===== src/rtl/Falco_pkg.sv =====
// Shared types and sizing for the store data buffer and its drain unit.
package Falco_pkg;

  localparam int SDB_NUM    = 16;
  localparam int SDB_WIDTH  = $clog2(SDB_NUM);
  localparam int ENTRY_XLEN = 32;

  // Payload carried from an SDB entry to the data cache.
  typedef struct packed {
    logic [ENTRY_XLEN-1:0]   addr;
    logic [ENTRY_XLEN-1:0]   data;
    logic [ENTRY_XLEN/8-1:0] be;
  } sdb_entry_t;

  typedef enum logic [1:0] {
    IDLE = 2'd0,
    REQ  = 2'd1,
    WAIT = 2'd2,
    POP  = 2'd3
  } drain_state_t;

endpackage


===== src/rtl/sdb_drain_unit.sv =====
// Retires the oldest committed SDB entry to the data cache, one write at a
// time, then pops it. While a write is in flight the entry index is exported
// so the push side never combines new bytes into an entry that is leaving.
// XLEN must match the package entry width, since the payload register is a
// single sdb_entry_t.
module sdb_drain_unit #(
  parameter int SDB_WIDTH = Falco_pkg::SDB_WIDTH,
  parameter int XLEN      = Falco_pkg::ENTRY_XLEN
) (
  input  logic                 clk,
  input  logic                 rst_n,
  input  logic                 head_valid_i,
  input  logic                 head_committed_i,
  input  logic [SDB_WIDTH-1:0] head_index_i,
  input  logic [XLEN-1:0]      head_addr_i,
  input  logic [XLEN-1:0]      head_data_i,
  input  logic [XLEN/8-1:0]    head_be_i,
  output logic                 mem_req_o,
  output logic [XLEN-1:0]      mem_addr_o,
  output logic [XLEN-1:0]      mem_wdata_o,
  output logic [XLEN/8-1:0]    mem_be_o,
  input  logic                 mem_ready_i,
  input  logic                 mem_done_i,
  output logic                 pop_o,
  output logic [SDB_WIDTH-1:0] pop_index_o,
  output logic                 inflight_valid_o,
  output logic [SDB_WIDTH-1:0] inflight_index_o,
  input  logic                 fence_i,
  output logic                 drained_o,
  output logic [31:0]          drained_count_o
);

  import Falco_pkg::*;

  drain_state_t         state_q;
  drain_state_t         state_d;
  sdb_entry_t           payload_q;
  logic [SDB_WIDTH-1:0] index_q;
  logic                 inflight_q;
  logic [31:0]          drained_count_q;
  logic                 head_eligible;
  logic                 launch;

  // Only a committed head may leave; an uncommitted head blocks everything
  // behind it, fence or not.
  assign head_eligible = head_valid_i && head_committed_i;
  assign launch        = (state_q == IDLE) && head_eligible;

  // State register; reset abandons any write in flight without popping.
  always_ff @(posedge clk or negedge rst_n) begin
    if (!rst_n) begin
      state_q <= IDLE;
    end else begin
      state_q <= state_d;
    end
  end

  // Next state plus state-decoded outputs, so pop_o and mem_req_o carry no
  // combinational path from the mem_* handshake inputs.
  always_comb begin
    state_d     = state_q;
    mem_req_o   = 1'b0;
    pop_o       = 1'b0;
    pop_index_o = '0;
    unique case (state_q)
      IDLE: begin
        if (head_eligible) begin
          state_d = REQ;
        end
      end
      REQ: begin
        mem_req_o = 1'b1;
        if (mem_ready_i) begin
          state_d = mem_done_i ? POP : WAIT;
        end
      end
      WAIT: begin
        if (mem_done_i) begin
          state_d = POP;
        end
      end
      POP: begin
        pop_o       = 1'b1;
        pop_index_o = index_q;
        state_d     = IDLE;
      end
      default: begin
        state_d = IDLE;
      end
    endcase
  end

  // Head inputs are captured only when leaving IDLE; the payload then stays
  // frozen for the whole write regardless of what the SDB head does.
  always_ff @(posedge clk or negedge rst_n) begin
    if (!rst_n) begin
      payload_q <= '0;
      index_q   <= '0;
    end else if (launch) begin
      payload_q.addr <= head_addr_i;
      payload_q.data <= head_data_i;
      payload_q.be   <= head_be_i;
      index_q        <= head_index_i;
    end
  end

  // In-flight flag covers REQ through POP inclusive for combine exclusion.
  always_ff @(posedge clk or negedge rst_n) begin
    if (!rst_n) begin
      inflight_q <= 1'b0;
    end else if (launch) begin
      inflight_q <= 1'b1;
    end else if (state_q == POP) begin
      inflight_q <= 1'b0;
    end
  end

  // Retired-store counter, bumped once per pop and free to wrap.
  always_ff @(posedge clk or negedge rst_n) begin
    if (!rst_n) begin
      drained_count_q <= '0;
    end else if (state_q == POP) begin
      drained_count_q <= drained_count_q + 32'd1;
    end
  end

  assign mem_addr_o       = payload_q.addr;
  assign mem_wdata_o      = payload_q.data;
  assign mem_be_o         = payload_q.be;
  assign inflight_valid_o = inflight_q;
  assign inflight_index_o = index_q;
  assign drained_count_o  = drained_count_q;

  // Fence completion: nothing in flight and nothing left at the head.
  assign drained_o = fence_i && (state_q == IDLE) && !head_valid_i;

endmodule


===== config.mk =====
export PLATFORM = sky130hd
export DESIGN_NAME = sdb_drain_unit
export DESIGN_NICKNAME = d
export VERILOG_FILES = /design/src/rtl/Falco_pkg.sv /design/src/rtl/sdb_drain_unit.sv
export SDC_FILE = /design/constraint.sdc
export NUM_CORES = 1
export LEC_CHECK = 0
export ABC_AREA = 1
export BUFFER_PORTS_ARGS = -buffer_cell sky130_fd_sc_hd__buf_2
export CAP_MARGIN = 10
export CELL_PAD_IN_SITES_DETAIL_PLACEMENT = 1
export CELL_PAD_IN_SITES_GLOBAL_PLACEMENT = 2
export CORE_UTILIZATION = 32
export DETAILED_ROUTE_END_ITERATION = 10
export GPL_ROUTABILITY_DRIVEN = 0
export PLACE_DENSITY_LB_ADDON = 0.1
export SLEW_MARGIN = 15
export SYNTH_ARGS = -nofsm -noshare
export SYNTH_HDL_FRONTEND = slang
export SYNTH_SLANG_ARGS = --single-unit

===== constraint.sdc =====
create_clock -name clk -period 2.5 [get_ports clk]
set_clock_uncertainty 0.15 [all_clocks]
set_input_delay 0.125 -clock clk [delete_from_list [all_inputs] [get_ports clk]]
set_output_delay 0.125 -clock clk [all_outputs]
set_load 0.03 [all_outputs]

==> results_dict.tcl <==
set metrics [dict create \
    placed_cell_area_mm2 0.005921 \
    coreArea_mm2 0.01448 \
    drt_iter0_drc 109 \
    clockBufferDepth 2 \
    hold_ws_ns 0.09522 \
    power.internal_mw 4.330 \
    worstMarginPinSlew_ns 0.4545 \
    drc_errors 0 \
    multi_input_comb_area_mm2 0.001817 \
    clock_latency_ns 0.35 \
    grt_pass1_vias 4357 \
    dieArea_mm2 0.01523 \
    drt-total-wl_mm 14.12 \
    layout_min_cycle_time_ns 2.065 \
    power_density_mw_per_mm2 1094 \
    status "finished clean" \
    track_usage_pct 19.38 \
    crit_path_start_kind "register" \
    crit_chain "ha_1 > buf_4 > nand2_1 > inv_1 > buf_2" \
    grt_max_degree 81 \
    grt_pass1_wl_mm 22.13 \
    critPathTopFamily "buffers and inverters" \
    worst_ep_required_time_ns 2.23 \
    netSwitchingFraction_pct 43.06 \
    viasPerCell 4.537 \
    critPathArrivalTime_ns 1.79 \
    antenna_left 0 \
    finalSetupViolations 0 \
    pwr-share-clk_pct 18.7 \
    max-cap-violations 0 \
    peakVddDrop_mv 0.6211 \
    layout.nets 769 \
    post_route_cells_drive_above_1_share_pct 42.82 \
    p_sw_mw 3.275 \
    fin_area_mm2 0.006950 \
    tns_ns 0 \
    die_w_um 123.4 \
    num_antenna_cells 0 \
    hold_violations 0 \
    r2r_slack_ns 0.61 \
    dr_total_vias 3961 \
    combPwrFrac_pct 44.9 \
    clk_root_buffer_cell "clkbuf_16" \
    synth-warning-count 0 \
    timing.final.crit_share_pct 82.62 \
    hold_class "in2async" \
    synth_cells 414 \
    synth-seq-cells 107 \
    seq_area_frac_synth_pct 56.76 \
    cp_slowest_cell "ha_1" \
    cp-end-kind "output pin" \
    worstPathMaxFanout 9 \
    synth_cell_types 26 \
    wl_per_cell_um 16.18 \
    first_pass_iters 4 \
    netlist_area_mm2 0.004717 \
    slew_headroom_pct 69.70 \
    rows 44 \
    fin_cells 873 \
    clk_pin_slew_ns 0.07 \
    syn2layout_area_growth_pct 47.35 \
    seq_power_share_pct 36.4 \
    start_util_pct 32.58 \
    placed_cells 784 \
    fillCellCount 1640 \
    dp_hpwl_mm 9.913 \
    rsz0062_at_grt "false" \
    crit_buf_inv 3 \
    fmax_ghz 0.4842 \
    cts_tree "built" \
    cts.sinks 107 \
    portBuffers 190 \
    ios 191 \
    regArea_mm2 0.002678 \
    antenna_found_initial 0 \
    p_leak_nw 3.632 \
    synth_fp_nets 499 \
    final_max_slew_viol_count 0 \
    die_h_um 123.4 \
    htree_levels 3 \
    slowest_delay_ns 0.44 \
    overflow 0 \
    numCtsBuffers 9 \
    crit_type "reg2out" \
    avgSynthCellArea_um2 11.39 \
]
-- kinds of logic (layout without fill, tap and decap cells) --
family	Yosys count	count (layout)	share of synthesized area (%)
buffers and inverters	58	333	4.881
adders and majority gates	6	6	1.591
xor gates and xnor gates	22	22	4.244
and+or+nand+nor	144	144	14.72
muxes	72	72	17.19
DFF	107	107	56.76
AOI/OAI and AO/OA	5	5	0.6099
-- final cells by class --
cell class	count	area share, %
clock inverters	4	0.4680
repair buffers	267	25.02
well taps	184	3.312
inverters	50	2.700
clock buffers	12	3.834
multi-input cells	249	26.14
flip-flops and latches	107	38.52
-- cells in the mapped netlist, drive strengths merged --
master	n	area, µm²
a21oi	1	5.000
buf	8	42.54
dfrtp	107	2678
ha	6	75.07
inv	50	187.7
mux2	72	810.8
nand2	70	282.8
nand3	29	150.1
nand4	6	37.54
nor2	34	188.9
nor3	5	35.03
o21ai	3	15.01
o221ai	1	8.760
xnor2	7	61.31
xor2	15	138.9
-- path summary, 6_finish.rpt --
| kind | cells past startpoint | endpoint | startpoint |
|---|---|---|---|
| setup / recovery | 5 | pop_index_o[0] | state_q[0] |
| hold / removal | 2 | drained_count_o[8] | rst_n |
| setup reg to reg | 7 | drained_count_o[22] | state_q[0] |
| hold reg to reg | 1 | mem_addr_o[3] | mem_addr_o[3] |
| max in group asynchronous | 3 | mem_wdata_o[10] | rst_n |
| min in group clk | 4 | state_q[1] | mem_ready_i |
-- repair_timing --
item                      CTS  global route
hold endpoints to repair   99             0
gates resized for setup     0             0
hold buffers               73             0
buffers inserted            0             0
-- power groups by stage --
stage,Clock (mW),Combinational (mW),Sequential (mW)
floorplan,0,0.966,4.03
global placement,0,3.30,2.75
detailed placement,0,3.34,2.78
CTS,1.48,3.44,2.77
global route,1.55,3.64,2.86
finish,1.42,3.41,2.77
-- routing by layer --
metal	global-route usage [%]	share of wire, %	vias up
met4	8.133	2.3	0
li1	-	-	1878
met5	0	0	-
met1	21.98	40	1942
met2	33.34	51	120
met3	6.319	7.2	21
-- worst register-to-register path, cell delays in order, from the launching register on --
cell and delay, ns:
dfrtp_1 0.43, ha_1 0.44, inv_2 0.11, nor2_1 0.12
nand3_1 0.12, nor2_2 0.19, nand2_1 0.10, xnor2_1 0.13
-- cell usage in the layout, fill, tap and decap left out, types with 7 or more instances in the layout --
master and count:
nand3_1 28, xnor2_1 7, dlygate4sd3_1 73, inv_1 48, mux2_2 64, dfrtp_1 107
mux2_1 8, nand2_1 66, clkbuf_16 9, xor2_1 14, buf_2 189, nor2_1 23
-- sequential cells by signal, indices dropped and copies added (netlist names) --
name,count
inflight_index_o,4
drained_count_o,32
mem_wdata_o,32
mem_addr_o,32
mem_be_o,4
state_q,2
inflight_valid_o,1
-- through the flow --
step | utilization (%) | total power, mW | setup WS [ns]
after floorplan | - | 4.994 | 0.7063
after global placement | 40.89 | 6.047 | 0.6140
after detailed placement | 40.89 | 6.128 | 0.5809
after CTS | 48.00 | 7.683 | 0.3518
after global routing | 48.00 | 8.054 | 0.2632
final | 48.00 | 7.604 | 0.4346
(Power assumes the default switching activity.)
